===== src/rtl/mux_rr_int_pkg.sv =====
// Shared constants and helpers for the N-channel round-robin integer mux.
// Holds default sizes, arbitration mode codes and the channel-index width function.
package mux_rr_int_pkg;

  localparam int DEF_NUM_CH = 4;
  localparam int DEF_DATA_W = 32;

  localparam int MODE_FIXED = 0;
  localparam int MODE_RR    = 1;

  // Width needed to index n channels, never below one bit.
  function automatic int ch_width(input int n);
    int w;
    w = 1;
    while ((1 << w) < n) w = w + 1;
    return w;
  endfunction

endpackage


===== src/rtl/mux_rr_int_if.sv =====
// Producer/consumer bundle for mux_rr_int: per-channel requests in, one registered word out.
// The slave modport is the mux side; the master modport is the environment side.
interface mux_rr_int_if
  import mux_rr_int_pkg::*;
#(
  parameter int NUM_CH = DEF_NUM_CH,
  parameter int DATA_W = DEF_DATA_W,
  parameter int CH_W   = ch_width(DEF_NUM_CH)
);

  logic [NUM_CH-1:0]        in_sel;
  logic [0:NUM_CH*DATA_W-1] in_data;
  logic [NUM_CH-1:0]        in_ack;
  logic [0:DATA_W-1]        out_data;
  logic                     out_resp;
  logic [CH_W-1:0]          out_ch;
  logic                     out_ready;
  logic                     out_busy;

  modport master (
    output in_sel, in_data, out_ready,
    input  in_ack, out_data, out_resp, out_ch, out_busy
  );

  modport slave (
    input  in_sel, in_data, out_ready,
    output in_ack, out_data, out_resp, out_ch, out_busy
  );

endinterface


===== src/rtl/mux_rr_arb.sv =====
// Combinational channel arbiter: round-robin from a pointer, or fixed lowest-index priority.
// Produces a one-hot grant plus its encoded index; no state lives here.
module mux_rr_arb
  import mux_rr_int_pkg::*;
#(
  parameter int NUM_CH  = DEF_NUM_CH,
  parameter int CH_W    = ch_width(DEF_NUM_CH),
  parameter int RR_MODE = MODE_RR
) (
  input  logic [NUM_CH-1:0] req,
  input  logic [CH_W-1:0]   ptr,
  input  logic              enable,
  output logic [NUM_CH-1:0] grant,
  output logic [CH_W-1:0]   grant_idx,
  output logic              grant_valid
);

  int idx;

  // Scan NUM_CH candidates starting at the pointer; the modulo keeps
  // non-power-of-two channel counts from producing out-of-range indices.
  always_comb begin
    grant       = '0;
    grant_idx   = '0;
    grant_valid = 1'b0;
    idx         = 0;
    if (enable) begin
      for (int k = 0; k < NUM_CH; k++) begin
        idx = (RR_MODE == MODE_FIXED) ? k : (int'(ptr) + k) % NUM_CH;
        if (!grant_valid && req[idx]) begin
          grant[idx]  = 1'b1;
          grant_idx   = idx[CH_W-1:0];
          grant_valid = 1'b1;
        end
      end
    end
  end

endmodule


===== src/rtl/mux_rr_int.sv =====
// N-channel integer mux with arbitrated acceptance into a single-entry output register.
// Output presents data with out_resp under an out_ready handshake; one word per cycle peak.
module mux_rr_int
  import mux_rr_int_pkg::*;
#(
  parameter int NUM_CH  = DEF_NUM_CH,
  parameter int DATA_W  = DEF_DATA_W,
  parameter int CH_W    = ch_width(DEF_NUM_CH),
  parameter int RR_MODE = MODE_RR
) (
  input logic         clk,
  input logic         reset_n,
  mux_rr_int_if.slave bus
);

  if (NUM_CH < 2 || NUM_CH > 16 || CH_W != ch_width(NUM_CH)) begin : g_param_err
    $error("mux_rr_int: NUM_CH must be 2..16 and CH_W must equal ch_width(NUM_CH)");
  end

  logic [CH_W-1:0]   ptr;
  logic [CH_W-1:0]   next_ptr;
  logic [CH_W-1:0]   grant_idx;
  logic [NUM_CH-1:0] grant;
  logic              grant_valid;
  logic              load;
  logic [0:DATA_W-1] words [NUM_CH];

  for (genvar i = 0; i < NUM_CH; i++) begin : g_slice
    assign words[i] = bus.in_data[i*DATA_W +: DATA_W];
  end

  // Register is free when empty or being drained on this edge.
  assign load = !bus.out_resp || bus.out_ready;

  // Gating enable with reset_n keeps in_ack low while reset is held.
  mux_rr_arb #(
    .NUM_CH  (NUM_CH),
    .CH_W    (CH_W),
    .RR_MODE (RR_MODE)
  ) u_arb (
    .req         (bus.in_sel),
    .ptr         (ptr),
    .enable      (load && reset_n),
    .grant       (grant),
    .grant_idx   (grant_idx),
    .grant_valid (grant_valid)
  );

  assign bus.in_ack = grant;
  assign next_ptr   = (grant_idx == CH_W'(NUM_CH - 1)) ? '0 : grant_idx + 1'b1;

  always_ff @(posedge clk or negedge reset_n) begin
    if (!reset_n) begin
      bus.out_data <= '0;
      bus.out_ch   <= '0;
      bus.out_resp <= 1'b0;
      bus.out_busy <= 1'b0;
      ptr          <= '0;
    end else begin
      if (grant_valid) begin
        bus.out_data <= words[grant_idx];
        bus.out_ch   <= grant_idx;
        bus.out_resp <= 1'b1;
        if (RR_MODE == MODE_RR) ptr <= next_ptr;
      end else if (load) begin
        bus.out_resp <= 1'b0;
      end
      bus.out_busy <= (|bus.in_sel) && bus.out_resp && !bus.out_ready;
    end
  end

endmodule


===== src/flat_wrapper.sv =====
// flat-port wrapper written by rule: the top's interface ports become plain ports
module mux_rr_int_flat import mux_rr_int_pkg::*;
#(
  parameter int NUM_CH  = DEF_NUM_CH,
  parameter int DATA_W  = DEF_DATA_W,
  parameter int CH_W    = ch_width(DEF_NUM_CH),
  parameter int RR_MODE = MODE_RR
)
  (clk, reset_n, bus_in_sel, bus_in_data, bus_out_ready, bus_in_ack, bus_out_data, bus_out_resp, bus_out_ch, bus_out_busy);
  mux_rr_int_if #(.NUM_CH(NUM_CH), .DATA_W(DATA_W), .CH_W(CH_W)) bus_i ();
  input logic clk;
  input logic reset_n;
  input wire logic [$bits(bus_i.in_sel)-1:0] bus_in_sel;
  input wire logic [$bits(bus_i.in_data)-1:0] bus_in_data;
  input wire logic [$bits(bus_i.out_ready)-1:0] bus_out_ready;
  output wire logic [$bits(bus_i.in_ack)-1:0] bus_in_ack;
  output wire logic [$bits(bus_i.out_data)-1:0] bus_out_data;
  output wire logic [$bits(bus_i.out_resp)-1:0] bus_out_resp;
  output wire logic [$bits(bus_i.out_ch)-1:0] bus_out_ch;
  output wire logic [$bits(bus_i.out_busy)-1:0] bus_out_busy;
  assign bus_i.in_sel = bus_in_sel;
  assign bus_i.in_data = bus_in_data;
  assign bus_i.out_ready = bus_out_ready;
  assign bus_in_ack = bus_i.in_ack;
  assign bus_out_data = bus_i.out_data;
  assign bus_out_resp = bus_i.out_resp;
  assign bus_out_ch = bus_i.out_ch;
  assign bus_out_busy = bus_i.out_busy;
  mux_rr_int #(.NUM_CH(NUM_CH), .DATA_W(DATA_W), .CH_W(CH_W), .RR_MODE(RR_MODE)) u_core (.clk(clk), .reset_n(reset_n), .bus(bus_i));
endmodule

===== config.mk =====
export PLATFORM = sky130hd
export DESIGN_NAME = mux_rr_int_flat
export DESIGN_NICKNAME = d
export VERILOG_FILES = /design/src/rtl/mux_rr_int_pkg.sv /design/src/rtl/mux_rr_int_if.sv /design/src/rtl/mux_rr_arb.sv /design/src/rtl/mux_rr_int.sv /design/src/flat_wrapper.sv
export SDC_FILE = /design/constraint.sdc
export NUM_CORES = 1
export LEC_CHECK = 0
export CORE_UTILIZATION = 38
export DETAILED_ROUTE_END_ITERATION = 10
export PLACE_DENSITY = 0.86
export SYNTH_ARGS = -nofsm -noshare
export SYNTH_HDL_FRONTEND = slang
export SYNTH_HIERARCHICAL = 1
export SYNTH_SLANG_ARGS = --single-unit

===== constraint.sdc =====
create_clock -name clk -period 4.2 [get_ports clk]
set_clock_uncertainty 0.05 [all_clocks]
set_input_delay 0.84 -clock clk [delete_from_list [all_inputs] [get_ports clk]]
set_output_delay 0.84 -clock clk [all_outputs]
set_load 0.01 [all_outputs]

==> flow_summary.toml <==
[outcome]
run_status = "finished clean"

[synth]
post-synth-top-count-cell = "mux2i_1"
ys_seq_elements = 38
cell_area_after_synthesis_sq_um = 2890
synthesis.nets = 402
synth_top_area_share_pct = 32.9
yosys.cell_types.count = 38
syn_avg_cell_area_sq_um = 11.2
dominant_register_cell_in_the_synthesized_netlist = "dfrtp_1"
count_of_mapped_cells_out_of_synthesis = 258
synth.area.top_cells = "dfrtp_1, mux2i_1, o221ai_1"
synth.yosys.seq_area_share_pct = 32.9
post-synth-top-area-cell = "dfrtp_1"
yosys_warnings = 6
synth_edf_count = 0
netlist_top_cells_count = "mux2i_1, dfrtp_1, nand2b_1, o221ai_1, ha_1"
asyncSetResetFlopFracSynth_pct = 100

[grt]
grt_pass1_vias = 2876
grt_overflow = 0
grtUsageTotal_pct = 21.6
antenna_found_initial = 0
wire_length_of_the_first_global_routing_pass_microns = 13300
grt_start_max_net_pins = 41

[clock_network]
cts_sinks = 38
clkLatencyLatePin_ns = 0.27
clock-root-buffer = "clkbuf_8"
worst_setup_hold_path_clk_slew_ns = 0.07
cts_buffer_depth = 2
number_of_h_tree_branching_levels = 2
hold_buffers = 0
cts_tree = "built"
tritoncts.num_buffers = 5

[timing]
maxSlewHeadroom_pct = 48.3
ratio_of_final_minimum_period_to_clock_period_pct = 98.1
worst_slew_pin_slew_ns = 0.775
tightest_hold_margin_ns = 0.447
report.final.slew_viol_count = 0
setup_viol = 0
finalHoldViolations = 0
final.min_clock_period_ns = 4.12
fmaxAchievable_mhz = 243

[drt]
avgViaCountPerCell = 5.37
detail-route-antenna-nets = 0
route.vias.total = 2848
drc_violation_count_after_routing = 0
post_route_wl_microns = 9150
first_pass_iters = 4
drt_iter0_drc = 227
routed_wire_length_per_instance_microns = 17.3

[floorplanning]
start_util_pct = 39.7
rows = 31
die_height_microns = 89.2
design.core.area_sq_um = 7290
fp.dieArea_sq_um = 7960
floorplan.die.width_microns = 89.2
pin_count = 175

[critical_path]
criticalPathCategory = "input port to output pin"
setup.worst_path.end = "bus_in_ack[3]"
critPathCaptureType = "output pin"
crit_top_cell = "clkdlybuf4s50_1"
r2r_cells = 8
startpoint = "bus_in_sel[1]"
regToRegStartpoint = "u_core/ptr[0]$_DFFE_PN0P_"
worst_path_max_fanout = 8
crit_cells = 6
cell_chain_critical_path = "clkdlybuf4s50_1 -> mux4_2 -> nor3_2 -> and3_1 -> a32o_1 -> clkdlybuf4s50_1"
worst_r2r_endpoint = "u_core/bus.out_data[23]$_DFFE_PN0P_"
slowest_delay_ns = 0.60
timing.reg2reg.setup_slack_ns = 1.12
worst_setup_path_start_kind = "input port"
cp.required_ns = 3.31
cpMaxStageDelayCell = "mux4_2"
cp.arrival_ns = 3.23
timing.critical_path.buf_inv = 2
cpLargestDelayFamily = "buffers and inverters"

[place]
placed_area_sq_um = 4650
placed_cells = 517
port-buffer-count = 174
gp_congestion = 0.862
dp_hpwl_microns = 6980

[cells_and_area]
final_nets = 574
fraction_of_layout_cells_with_a_size_suffix_above_1_pct = 7.91
final_cells = 530
fin_area_sq_um = 4810
areaGrowthSynthToFinish_pct = 66.5

[power_and_ir_drop]
leakagePower_uw = 0.00189
power_density_nw_per_um2 = 524
max-vdd-ir-drop_v = 0.000225

[flow_run]
max_cap_violations = 0

[min_path]
worstHoldPathType = "flop to flop"
per-layer routing:
metal / up-vias / global-route usage, % / wire length, microns
met3: 16 / 4.99 / 789
met5: - / 0 / 0
li1: 1333 / - / -
met1: 1365 / 23.9 / 3400
met4: 0 / 7.79 / 171
met2: 134 / 40.2 / 4800
how the worst min path moves through the flow:
stage,startpoint,endpoint,slack (ns),cells after the start
2_1_floorplan,u_core/bus.out_data[0]$_DFFE_PN0P_,u_core/bus.out_data[0]$_DFFE_PN0P_,0.48,2
3_3_place_gp,u_core/bus.out_data[11]$_DFFE_PN0P_,u_core/bus.out_data[11]$_DFFE_PN0P_,0.43,2
3_5_place_dp,u_core/bus.out_data[25]$_DFFE_PN0P_,u_core/bus.out_data[25]$_DFFE_PN0P_,0.43,2
4_1_cts,u_core/bus.out_data[17]$_DFFE_PN0P_,u_core/bus.out_data[17]$_DFFE_PN0P_,0.46,2
5_1_grt,u_core/bus.out_data[11]$_DFFE_PN0P_,u_core/bus.out_data[11]$_DFFE_PN0P_,0.48,2
6_report,u_core/bus.out_data[17]$_DFFE_PN0P_,u_core/bus.out_data[17]$_DFFE_PN0P_,0.45,2
state kept, by name, summed over array words and instances, names as in the netlist:
signal	count
u_core/bus.out_ch	2
u_core/bus.out_resp	1
u_core/bus.out_data	32
u_core/ptr	2
u_core/bus.out_busy	1
per-stage QoR:
stage	setup WS, ns	setup TNS [ns]	power [uW]	util [%]
after global placement	0.197	0	2100	63.8
after floorplan	1.02	0	1540	-
after detailed placement	0.0852	0	2150	63.8
after global routing	-0.0268	-0.0701	2680	66.0
after CTS	0.0753	0	2480	65.3
final	0.0789	0	2520	66.0
final cells by class:
cell class	count	area, sq um
fillers	600	2480
clock buffers	6	82.6
well taps	99	124
repair buffers	191	1890
inverters	4	15.0
clock inverters	1	30.0
multi-input cells	190	1720
diodes	1	2.50
flip-flops and latches	38	951
power breakdown:
group          internal (uW)  switching [uW]  total (uW)
logic                    872             707        1580
clock network            190             122         312
registers                535            94.1         629
total                   1600             923        2520
worst reg2reg max path, delay by kind of cell, from the launching register on:
| family | cells | cell delay [ns] |
|---|---|---|
| mux | 1 | 0.41 |
| buf+inv | 3 | 0.54 |
| flops | 1 | 0.34 |
| compound gates | 2 | 0.87 |
| fa+ha+maj | 1 | 0.46 |
| simple gates | 1 | 0.28 |
cell families after synthesis:
kind of cell	count (synthesis)	share of synthesized area (%)
muxes	74	27.7
buffers and inverters	30	8.09
adders and majority gates	9	3.89
and+or+nand+nor	56	12.2
AOI/OAI and AO/OA	51	15.3
DFF	38	32.9
timing repair:
item / in CTS / in global routing
resized for setup: 0 / 0
buffers inserted: 0 / 5
endpoints found under the setup margin: 0 / 4
cell usage in the layout, fill, tap and decap left out, types with 2 or more instances in the layout:
cell,netlist,final
nor2b_1,2,2
clkdlybuf4s50_1,0,173
clkbuf_8,0,6
mux2_2,3,3
nand3b_1,2,2
nor2_1,2,2
mux4_2,3,3
buf_4,0,15
mux2i_1,66,66
nand2_1,2,2
dfrtp_1,38,38
ha_1,9,9
a221o_1,4,4
nand3_1,2,2
buf_12,5,2
nand2b_1,38,38
a221oi_1,2,2
inv_1,4,4
o221ai_1,32,32
a32o_1,4,4
o211ai_1,2,2
and2_1,2,2
(Power assumes the default switching activity.)
